==> config.mk <==
export PLATFORM = sky130hd
export DESIGN_NAME = pc_fetch_ctrl
export DESIGN_NICKNAME = d
export VERILOG_FILES = /design/src/rtl/pc_fetch_ctrl.sv
export SDC_FILE = /design/constraint.sdc
export NUM_CORES = 1
export LEC_CHECK = 0
export ABC_AREA = 0
export CORE_UTILIZATION = 45
export CTS_BUF_LIST = sky130_fd_sc_hd__clkbuf_8
export DETAILED_ROUTE_END_ITERATION = 8
export GPL_TIMING_DRIVEN = 0
export PLACE_DENSITY = 0.89
export REMOVE_ABC_BUFFERS = 1
export SLEW_MARGIN = 10
export SYNTH_ARGS = -nofsm -noshare
export SYNTH_HDL_FRONTEND = slang
export SYNTH_SLANG_ARGS = --single-unit
export TNS_END_PERCENT = 1
==> constraint.sdc <==
create_clock -name clk -period 3.46 [get_ports clk]
set_input_delay 0.519 -clock clk [delete_from_list [all_inputs] [get_ports clk]]
set_output_delay 0.519 -clock clk [all_outputs]
set_load 0.01 [all_outputs]
==> src/rtl/pc_fetch_ctrl.sv <==
// pc_fetch_ctrl: fetch-stage sequencer for the program counter.
// It computes the next PC and the fetch stall, and arbitrates between redirect
// sources: the EX branch, the ID jump, and a buffered pending redirect.
// It also handshakes with a variable-latency instruction memory and handles
// HALT/resume.
// Optional feature macro: PC_FETCH_STALL_CNT_EN adds a saturating 16-bit
// stall-cycle counter. When the macro is undefined, stall_cycles reads 0 and
// cnt_clr is ignored.

module pc_fetch_ctrl #(
    parameter int              PC_W     = 7,
    parameter logic [PC_W-1:0] RESET_PC = '0
) (
    input  logic            clk,
    input  logic            rst_n,
    input  logic [PC_W-1:0] pcf,
    input  logic            hazard_stall,
    input  logic            jump_d,
    input  logic [PC_W-1:0] jump_target_d,
    input  logic            branch_e,
    input  logic [PC_W-1:0] branch_target_e,
    input  logic            halt_d,
    input  logic            resume,
    input  logic            imem_ready,
    input  logic            cnt_clr,
    output logic            imem_req,
    output logic [PC_W-1:0] pc_next,
    output logic            stall_f,
    output logic            flush_d,
    output logic [1:0]      state_o,
    output logic [15:0]     stall_cycles
);

    typedef enum logic [1:0] {
        S_IDLE  = 2'd0,
        S_FETCH = 2'd1,
        S_WAIT  = 2'd2,
        S_HALT  = 2'd3
    } state_t;

    state_t          r_state;
    logic            r_pend_v;    // a redirect is waiting for the next advance
    logic            r_pend_jmp;  // pending entry came from a jump (not a branch)
    logic [PC_W-1:0] r_pend_pc;

    logic            w_active;
    logic            w_redir;
    logic            w_adv;
    logic [PC_W-1:0] w_pc_inc;
    logic [PC_W-1:0] w_pc_fall;
    logic [PC_W-1:0] w_pc_sel;

    // Redirects only count while fetching; HALT and IDLE ignore them.
    assign w_active  = (r_state == S_FETCH) || (r_state == S_WAIT);
    assign w_redir   = w_active & (branch_e | jump_d);
    // A redirect overrides a load-use stall because the stalled instruction is flushed.
    assign w_adv     = imem_ready & (~hazard_stall | w_redir);
    // Sequential PC wraps modulo 2^PC_W; the carry out is dropped.
    assign w_pc_inc  = pcf + PC_W'(1);
    assign w_pc_fall = r_pend_v ? r_pend_pc : w_pc_inc;
    assign state_o   = r_state;

    // Next-PC priority: EX branch, then ID jump, then the pending redirect, then PC+1.
    always_comb begin
        w_pc_sel = w_pc_fall;
        if (branch_e) begin
            w_pc_sel = branch_target_e;
        end else if (jump_d) begin
            w_pc_sel = jump_target_d;
        end
    end

    // Per-state drive of the PC register controls and the memory request.
    always_comb begin
        imem_req = 1'b0;
        stall_f  = 1'b1;
        flush_d  = 1'b0;
        pc_next  = RESET_PC;
        case (r_state)
            S_FETCH, S_WAIT: begin
                imem_req = 1'b1;
                stall_f  = ~w_adv;
                flush_d  = w_redir;
                pc_next  = w_pc_sel;
            end
            S_HALT: begin
                pc_next  = w_pc_fall;
            end
            default: begin
                pc_next  = RESET_PC;
            end
        endcase
    end

    // Sequencer state plus pending-redirect buffer.
    always_ff @(posedge clk or negedge rst_n) begin
        if (!rst_n) begin
            r_state    <= S_IDLE;
            r_pend_v   <= 1'b0;
            r_pend_jmp <= 1'b0;
            r_pend_pc  <= '0;
        end else begin
            case (r_state)
                S_IDLE: begin
                    r_state <= S_FETCH;
                end
                S_FETCH, S_WAIT: begin
                    // Any advance consumes the pending entry; a redirect in the
                    // same cycle has already been steered onto pc_next.
                    if (w_adv) begin
                        r_pend_v <= 1'b0;
                    end else if (branch_e) begin
                        r_pend_v   <= 1'b1;
                        r_pend_jmp <= 1'b0;
                        r_pend_pc  <= branch_target_e;
                    end else if (jump_d && (!r_pend_v || r_pend_jmp)) begin
                        // An older instruction's branch must not be displaced by a younger jump.
                        r_pend_v   <= 1'b1;
                        r_pend_jmp <= 1'b1;
                        r_pend_pc  <= jump_target_d;
                    end

                    if (r_state == S_FETCH) begin
                        if (!imem_ready) begin
                            r_state <= S_WAIT;
                        end else if (w_adv && halt_d && !w_redir) begin
                            r_state <= S_HALT;
                        end
                    end else if (imem_ready) begin
                        r_state <= S_FETCH;
                    end
                end
                S_HALT: begin
                    if (resume) begin
                        r_state <= S_FETCH;
                    end
                end
                default: begin
                    r_state <= S_IDLE;
                end
            endcase
        end
    end

`ifdef PC_FETCH_STALL_CNT_EN
    logic [15:0] r_stall_cycles;

    // Saturating count of stalled fetch cycles; clear wins over increment.
    always_ff @(posedge clk or negedge rst_n) begin
        if (!rst_n) begin
            r_stall_cycles <= '0;
        end else if (cnt_clr) begin
            r_stall_cycles <= '0;
        end else if (stall_f && (r_state != S_IDLE) && (r_stall_cycles != 16'hFFFF)) begin
            r_stall_cycles <= r_stall_cycles + 16'd1;
        end
    end

    assign stall_cycles = r_stall_cycles;
`else
    logic w_unused_cnt_clr;

    assign w_unused_cnt_clr = cnt_clr;
    assign stall_cycles     = '0;
`endif

endmodule

==> metrics.yaml <==
run_status: "completed"
cts_tree: "built"
die-area_mm2: 0.00277
whs_endpoint: "r_pend_pc[0]"
netlist_instances: 133
clockBufferDepth: 2
gp_congestion: 0.841
via_per_inst: 5.45
grt_max_degree: 21
numCtsBuffers: 3
grt_pass1_wl_um: 4400
hold_path_startpoint: "r_pend_pc[0]"
synth_flop_cell: "dfrtp_1"
rows: 17
yosys-top-cells-area: "dfrtp_1 (24%), mux2_2 (13%), buf_4 (11%)"
fp.dieW_um: 52.7
rrSetupSlack_ps: 1460
worst-slew-pin-transition_ps: 764
drive_gt1_frac: 0.117
io_buffer_count: 40
critPathMaxFanout: 20
rsz0062_at_grt: "false"
htree_num_levels: 1
pre_cts_slack_ps: 302
drv_slew: 0
leakagePower_uw: 0.000640
ant_nets: 0
synth_top_area_share: 0.238
yosysTopAreaCell: "dfrtp_1"
setup_viol: 0
power_density_mw_per_mm2: 769
start_util: 0.498
syn2layout_area_growth_pct: 32.4
synth-edff-count: 0
antenna_found_initial: 0
core_region_area_mm2: 0.00232
hold_depth: 1
synth_seq_cells: 11
async_flop_share: 1.00
ios: 58
wirelength_um: 2880
vias: 1084
grtUsageTotal: 0.215
seq_area_frac_synth: 0.238
peakVddDrop_v: 0.000514
final.min_clock_period_ps: 3210
slew-limit-headroom: 0.489
first_iter_violations: 25
die_y_um: 52.7
layout_setup_ws_ps: 250
final_core_util: 0.659
skew_ps: 5.95
setup-tns-final_ps: 0
cts-root-buf: "clkbuf_8"
crit_arrival_ps: 2690
r2r-start: "state_o[0]"
start_kind: "input pin"
drc: 0
post-cts-setup-buffer-count: 0
synth_area_mm2: 0.00115
post-dp-hpwl_um: 2260
hold_path.class: "reg -> reg"
critPathRequiredTime_ps: 2940
n_antenna_cell: 0
r2r-end: "r_pend_pc[0]"
cts_resized: 0
endpoint_kind: "output pin"
clock_latency_ps: 240
syn_avg_cell_area_um2: 8.68
synth_warnings: 0
dp_cells: 195
clk_pin_slew_worst_paths_ps: 50
power_uw: 1180
first_pass_iters: 4
cts_hold_buffers: 0
synthDistinctLibCells: 38
crit_type: "in -> out"
grt_pass1_vias: 1029
cts.sinks: 11
wl_per_cell_um: 14.5
rr_worst_depth: 5
layoutNonFillerInstCount: 199
overflow: 0
fmax_ghz: 0.311
fin_nets: 206
final-hold-violation-count: 0
maxCapViolCount: 0
finalCritPeriodShare: 0.928
-- cells by family after synthesis --
family                     synth area share
and+or+nand+nor                       0.138
AOI/OAI and AO/OA                     0.229
adders and majority gates            0.0433
other                               0.00325
muxes                                 0.166
DFF                                   0.238
buffers and inverters                 0.160
xor gates and xnor gates             0.0228
-- critical path, cell delays in order --
cell	delay (ps)
clkdlybuf4s50_1	800
nor2b_1	450
a22oi_1	130
o22ai_1	210
clkdlybuf4s50_1	570
-- cells in the mapped netlist (4+ instances only) --
| library cell | number |
|---|---|
| a22oi_1 | 4 |
| mux2_2 | 13 |
| nand3_1 | 4 |
| nand2_1 | 13 |
| dfrtp_1 | 11 |
| a21oi_1 | 4 |
| buf_4 | 17 |
| nand2b_1 | 7 |
| o21ai_0 | 9 |
| ha_1 | 4 |
| inv_1 | 5 |
-- through the flow --
| stage | area, µm² | hold slack (ps) |
|---|---|---|
| after floorplan | 1050 | 223 |
| after global placement | 1480 | 488 |
| after detailed placement | 1480 | 499 |
| after CTS | 1530 | 512 |
| after global routing | 1530 | 530 |
| final | 1530 | 508 |
-- area by class of cell --
type	instances	area (µm²)
inverter	6	22.5
multi-input combinational	110	751
tap	28	35.0
timing repair buffer	40	400
fill	177	790
sequential	11	275
clock buffer	3	41.3
clock inverter	1	3.75
-- layout by cell type, fill, tap and decap left out, types with 2 or more instances in the layout --
master and n:
xnor2_1 3, clkdlybuf4s50_1 40, conb_1 16, mux2_2 13
o21ai_1 2, inv_1 6, nor2b_1 3, mux2i_1 3
or2b_1 2, ha_1 4, nor2_1 2, nand3_1 4
o21ai_0 9, a21oi_1 4, o32ai_1 2, o21a_1 3
dfrtp_1 11, o22ai_1 3, nand2b_1 7, nand2_1 13
clkbuf_8 3, a22oi_1 4, o2bb2ai_1 2
-- registers in the layout (all words and copies together) (netlist names) --
register    flops
r_pend_jmp      1
r_pend_pc       7
r_pend_v        1
state_o         2
-- metal layers --
layer,up-vias,GRT usage,share of wire
li1,522,-,-
met1,512,0.246,0.42
met2,48,0.418,0.52
met3,2,0.0261,0.059
met4,0,0.0439,0.0031
met5,-,0,0
-- where the power goes --
group / internal (µW) / switching (µW)
Combinational: 415 / 383
Clock: 78.0 / 49.5
Sequential: 196 / 54.0
Total: 689 / 486
-- how the worst max path moves through the flow --
stage | start | slack (ps) | cells past startpoint | to
after CTS | branch_e | 260 | 5 | pc_next[5]
after detailed placement | branch_e | 300 | 5 | pc_next[4]
final | branch_e | 250 | 5 | pc_next[5]
after floorplan | state_o[0] | 1370 | 6 | pc_next[0]
after global routing | branch_e | 90 | 5 | pc_next[4]
after global placement | branch_e | 370 | 5 | pc_next[3]
No activity file was read; power rests on OpenSTA's default activity.
==> RTL change 1, RTL diff (same flow settings) <==
The option `PC_FETCH_STALL_CNT_EN` is turned on by a define.
--- a/src/rtl/pc_fetch_ctrl.sv
+++ b/src/rtl/pc_fetch_ctrl.sv
@@ -6,6 +6,8 @@
 // Optional feature macro: PC_FETCH_STALL_CNT_EN adds a saturating 16-bit
 // stall-cycle counter. When the macro is undefined, stall_cycles reads 0 and
 // cnt_clr is ignored.
+
+`define PC_FETCH_STALL_CNT_EN
 
 module pc_fetch_ctrl #(
     parameter int              PC_W     = 7,
Function: changed (a bounded check fails within 4 cycles, from zero or initial values and one cycle with rst_n low).
==> RTL change 1 against the original RTL <==
- area after synthesis rose by 65%
- routed wire length rose by 58%
- core utilization fell by 2.7 points
- worst setup slack improved by 14 ps
- count of clock-buffer cells in the layout did not move
- design area rose by 67%
- total power rose by 25%
- via count rose by 63%
- sequential cell count rose by 16
- largest cell class unchanged
==> RTL change 1: results (changes against the original RTL) <==
run status finished, final reports clean (unchanged); number of synthesis warnings 0 (unchanged); Area contributors post-synth sky130_fd_sc_hd__dfrtp_1 (35%), sky130_fd_sc_hd__mux2i_1 (6.8%), sky130_fd_sc_hd__a21oi_1 (4.7%), sky130_fd_sc_hd__nor2_1 (4.7%), sky130_fd_sc_hd__xnor2_1 (4.1%) (was sky130_fd_sc_hd__dfrtp_1 (24%), sky130_fd_sc_hd__mux2_2 (13%), sky130_fd_sc_hd__buf_4 (11%), sky130_fd_sc_hd__ha_1 (4.3%), sky130_fd_sc_hd__nand2_1 (4.2%)); per-instance average area after synthesis 8.713 um2 (was 8.683 um2); overall global routing resource usage 0.2177 (was 0.2152); post-CTS sizing 1 (was 0); global placement routability congestion 0.8227 (was 0.8407); post-DP HPWL 3353 um (was 2261 um); post-CTS setup buffers 0 (unchanged); number of vias in the routed layout 1769 (was 1084); r2r setup slk 1070 ps (was 1460 ps); sequential-to-total area share from yosys stat 0.3541 (was 0.2384); IO Port Bufs 57 (was 40); data arrival at the endpoint of the critical path 2680 ps (was 2690 ps); First DRT Iteration DRCs 80 (was 25); number of cells on the worst reg-to-reg path 6 (was 5); first-pass GRT wire length 7527 um (was 4395 um); top fanout value on the critical path 17 (was 20); net count reported at finish 307 (was 206); commonest cells in the netlist sky130_fd_sc_hd__dfrtp_1 (27), sky130_fd_sc_hd__nor2_1 (24), sky130_fd_sc_hd__a21oi_1 (18) (was sky130_fd_sc_hd__buf_4 (17), sky130_fd_sc_hd__mux2_2 (13), sky130_fd_sc_hd__nand2_1 (13)); async set-reset flop share out of synthesis 1.000 (unchanged); capture point of the worst reg-to-reg path stall_cycles[15]$_DFFE_PN0P_ (was r_pend_pc[0]$_DFFE_PN0P_); Clock Pin Slew Worst Setup and Hold Paths 100 ps (was 50 ps); vias in the first global route 1700 (was 1029); pin count of the biggest net entering global routing 28 (was 21); leakage power figure 1.027 nW (was 0.6396 nW); total power density per cell area 575.1 mW/mm2 (was 768.6 mW/mm2); Max VDD drop 0.3952 mV (was 0.5138 mV); average wire per cell in the routed design 14.12 um (was 14.46 um); Fin Hold WS 233.1 ps (was 508.1 ps); class of the tightest hold or removal check primary input to asynchronous set/reset pin (was flip-flop to flip-flop); Fin Clk Skew 7.939 ps (was 5.946 ps); proportion of layout cells with a drive suffix above 1 0.06273 (was 0.1170); relative max-transition margin 0.3295 (was 0.4894); insertion delay to the later sink of the worst-skew pair 280 ps (was 240 ps)
-- RTL change 1: cell count changes after synthesis, sizes merged, moves of 7 or more --
| cell | change |
|---|---|
| a21oi | +13 |
| mux2 | -10 |
| nor2 | +22 |
| nor2b | +7 |
| buf | -16 |
| xor2 | +7 |
| dfrtp | +16 |
| mux2i | +10 |
| nand3 | +10 |
-- RTL change 1: worst max-delay path: stages, from the launching register on --
cell                              delay, ps
sky130_fd_sc_hd__dfrtp_1                410
sky130_fd_sc_hd__inv_1                   90
sky130_fd_sc_hd__ha_1                   630
sky130_fd_sc_hd__nor2b_1                240
sky130_fd_sc_hd__a21oi_1                 80
sky130_fd_sc_hd__a21oi_1                130
sky130_fd_sc_hd__o21ai_0                120
sky130_fd_sc_hd__a21oi_1                150
sky130_fd_sc_hd__clkdlybuf4s50_1        540
-- RTL change 1: area by class of cell --
class	count	area (um2)
Clock buffer	3	41.29
Inverter	7	26.28
Tap cell	50	62.56
Sequential cell	27	675.6
Fill cell	336	1480
Clock inverter	1	5.005
Timing Repair Buffer	58	571.8
Multi-Input combinational cell	175	1166
-- RTL change 1: cell families (layout without fill, tap and decap cells) --
kind of cell | Yosys count | in the layout | share of synthesized area
buf+inv | 17 | 69 | 0.03738
fa+ha+maj | 5 | 5 | 0.03279
mux | 17 | 17 | 0.09180
simple gates | 90 | 90 | 0.2564
compound gates | 47 | 47 | 0.1541
xor+xnor | 16 | 16 | 0.07345
flops | 27 | 27 | 0.3541
-- RTL change 1: worst max path at each step --
stage	from	to	slack [ps]
after floorplan	state_o[0]$_DFFE_PN0P_	r_pend_pc[2]$_DFFE_PN0P_	1050
after global placement	branch_e	r_pend_pc[2]$_DFFE_PN0P_	-50
after detailed placement	branch_e	pc_next[4]	-90
after CTS	jump_d	pc_next[4]	260
after global routing	state_o[0]$_DFFE_PN0P_	pc_next[5]	50
final	state_o[0]$_DFFE_PN0P_	pc_next[5]	260
-- RTL change 1: through the flow --
step,util,worst slack [ps]
2_1_floorplan,-,1050
3_3_place_gp,0.6196,-51.20
3_5_place_dp,0.6227,-85.93
4_1_cts,0.6339,264.5
5_1_grt,0.6326,54.42
6_report,0.6326,264.0
-- RTL change 1: power breakdown --
group,leakage [nW],total [mW],switching [mW],internal (mW)
clock network,0.0255,0.183,0.102,0.0809
logic,0.657,0.822,0.393,0.430
registers,0.345,0.461,0.0703,0.390
total,1.03,1.47,0.565,0.901
-- RTL change 1: metal layers --
metal,wire (um),up-vias,track usage
li1,-,881,-
met1,2079,837,0.2833
met2,2191,43,0.3813
met3,198,8,0.02055
met4,63,0,0.05851
met5,0,-,0
==> RTL change 2, RTL diff (same flow settings) <==
Without the edit above. Add an input register stage for `jump_target_d` and `branch_target_e`, without a reset; this delays them by one clock. The other inputs are not delayed to match.
--- a/src/rtl/pc_fetch_ctrl.sv
+++ b/src/rtl/pc_fetch_ctrl.sv
@@ -38,6 +38,14 @@
         S_HALT  = 2'd3
     } state_t;
 
+    logic [PC_W-1:0] jump_target_d_q;
+    logic [PC_W-1:0] branch_target_e_q;
+
+    always_ff @(posedge clk) begin
+        jump_target_d_q   <= jump_target_d;
+        branch_target_e_q <= branch_target_e;
+    end
+
     state_t          r_state;
     logic            r_pend_v;    // a redirect is waiting for the next advance
     logic            r_pend_jmp;  // pending entry came from a jump (not a branch)
@@ -64,9 +72,9 @@
     always_comb begin
         w_pc_sel = w_pc_fall;
         if (branch_e) begin
-            w_pc_sel = branch_target_e;
+            w_pc_sel = branch_target_e_q;
         end else if (jump_d) begin
-            w_pc_sel = jump_target_d;
+            w_pc_sel = jump_target_d_q;
         end
     end
 
@@ -112,12 +120,12 @@
                     end else if (branch_e) begin
                         r_pend_v   <= 1'b1;
                         r_pend_jmp <= 1'b0;
-                        r_pend_pc  <= branch_target_e;
+                        r_pend_pc  <= branch_target_e_q;
                     end else if (jump_d && (!r_pend_v || r_pend_jmp)) begin
                         // An older instruction's branch must not be displaced by a younger jump.
                         r_pend_v   <= 1'b1;
                         r_pend_jmp <= 1'b1;
-                        r_pend_pc  <= jump_target_d;
+                        r_pend_pc  <= jump_target_d_q;
                     end
 
                     if (r_state == S_FETCH) begin
Formal check against the unedited RTL: not equivalent (Yosys sat finds a counterexample within 4 cycles, from zero or initial values and one cycle with rst_n low).
==> RTL change 2 against the original RTL <==
- worst setup slack gained 17 ps
- maximum frequency is 0.54% higher
- non-clock buffer count unchanged
- sequential cell count grew 14
- total power is 19% higher
- global-route usage is 3.1 points lower
- routed wire length is 3.6% higher
- count of clock-buffer cells in the layout did not move
- sequential share of layout area rose by 11 points
- area after synthesis rose by 30%
- combinational power about the same
- design area grew 24%
==> RTL change 2: results (changes against the original RTL) <==
run status finished, final reports clean (unchanged); WL met2 1442 um (was 1502 um); delay contributed by the slowest stage of the critical path 550 ps (was 800 ps); crit path max-delay cell type sky130_fd_sc_hd__ha_1 (was sky130_fd_sc_hd__clkdlybuf4s50_1); wire length the detailed router placed on met1 1312 um (was 1194 um); net count reported at finish 224 (was 206); Clock Pin Slew Worst Setup and Hold Paths 90 ps (was 50 ps); first-pass GRT wire length 4843 um (was 4395 um); First DRT Iteration DRCs 29 (was 25); post-synthesis adder-cell area fraction 0.03342 (was 0.04334); global routing met2 resource utilization 0.3016 (was 0.4177); global placement routability congestion 0.8309 (was 0.8407); Max VDD drop 0.3827 mV (was 0.5138 mV); Synth Area in Compound Gates 0.1721 (was 0.2286); capture endpoint of the worst hold path r_pend_pc[5]$_DFFE_PN0P_ (was r_pend_pc[0]$_DFFE_PN0P_); final routed wirelength across all metal layers 2981 um (was 2877 um); Fin Clk Skew 3.728 ps (was 5.946 ps); share of cell area taken by muxes after synthesis 0.1495 (was 0.1658); pin count of the biggest net entering global routing 23 (was 21); capture point of the worst reg-to-reg path r_pend_pc[1]$_DFFE_PN0P_ (was r_pend_pc[0]$_DFFE_PN0P_); hold wc startpoint r_pend_pc[5]$_DFFE_PN0P_ (was r_pend_pc[0]$_DFFE_PN0P_); data arrival at the endpoint of the critical path 2670 ps (was 2690 ps); top_reg_cell synth sky130_fd_sc_hd__dfxtp_1 (was sky130_fd_sc_hd__dfrtp_1); leakage power figure 0.8125 nW (was 0.6396 nW); insertion delay to the later sink of the worst-skew pair 270 ps (was 240 ps); sequential-to-total area share from yosys stat 0.3709 (was 0.2384); Vias per Instance 4.931 (was 5.447); Detail Route met3 WL 209 um (was 170 um); fin cells 233 (was 199); overall global routing resource usage 0.1844 (was 0.2152); number of cells on the worst reg-to-reg path 4 (was 5); xor and xnor area share after synthesis 0.01754 (was 0.02275); category of the critical setup timing path flip-flop to primary output (was primary input to primary output); commonest cells in the netlist sky130_fd_sc_hd__buf_4 (16), sky130_fd_sc_hd__dfxtp_1 (14), sky130_fd_sc_hd__dfrtp_1 (11) (was sky130_fd_sc_hd__buf_4 (17), sky130_fd_sc_hd__mux2_2 (13), sky130_fd_sc_hd__nand2_1 (13)); vias in the first global route 1079 (was 1029); number of distinct library cell variants in the gate-level netlist after synthesis 42 (was 38); met3 Track Usage GR 0.05195 (was 0.02609); proportion of layout cells with a drive suffix above 1 0.1270 (was 0.1170)
-- RTL change 2: changes by cell type after synthesis, sizes merged, moves of 2 or more --
cell,unedited run,this run
a221oi,0,3
a22o,0,2
nor2,2,6
o21ai,12,8
inv,6,10
dfxtp,0,14
o22ai,3,1
a21oi,5,8
nand2b,7,4
nand2,13,10
-- RTL change 2: repair_timing --
item | in CTS | in global routing
gates resized for setup | 0 | 1
hold endpoints to repair | 0 | 0
setup endpoints to repair | 0 | 5
-- RTL change 2: how the worst max path moves through the flow --
stage	end	slack (ps)	cells after the start
floorplan	pc_next[5]	1190	6
global placement	pc_next[2]	110	6
detailed placement	pc_next[2]	110	6
CTS	pc_next[2]	100	6
global route	pc_next[5]	80	7
finish	pc_next[6]	270	7
-- RTL change 2: critical path, delay by kind of cell, from the launching register on --
kind,cells,cell delay (ps)
DFF,1,430
AOI/OAI and AO/OA,3,540
buffers and inverters,2,640
and+or+nand+nor,1,260
adders and majority gates,1,550
-- RTL change 2: layout make-up --
type | count | area, um2
timing repair buffer | 40 | 402.9
sequential | 25 | 555.5
fill | 255 | 1209
tap | 44 | 55.05
clock inverter | 1 | 7.507
clock buffer | 3 | 41.29
multi-input combinational | 110 | 794.5
inverter | 10 | 37.54
-- RTL change 2: per-stage QoR --
step | hold slack (ps) | cell area, um2 | worst slack, ps
floorplan | 223.4 | 1388 | 1188
global placement | 492.9 | 1843 | 108.3
detailed placement | 492.9 | 1843 | 109.5
CTS | 519.6 | 1892 | 96.29
global route | 543.6 | 1894 | 82.58
finish | 523.3 | 1894 | 266.9
-- RTL change 2: power breakdown --
group / switching [mW] / internal, mW / leakage [nW]
sequential: 0.0665 / 0.364 / 0.247
combinational: 0.361 / 0.436 / 0.544
clock: 0.0916 / 0.0815 / 0.0217
total: 0.519 / 0.881 / 0.813
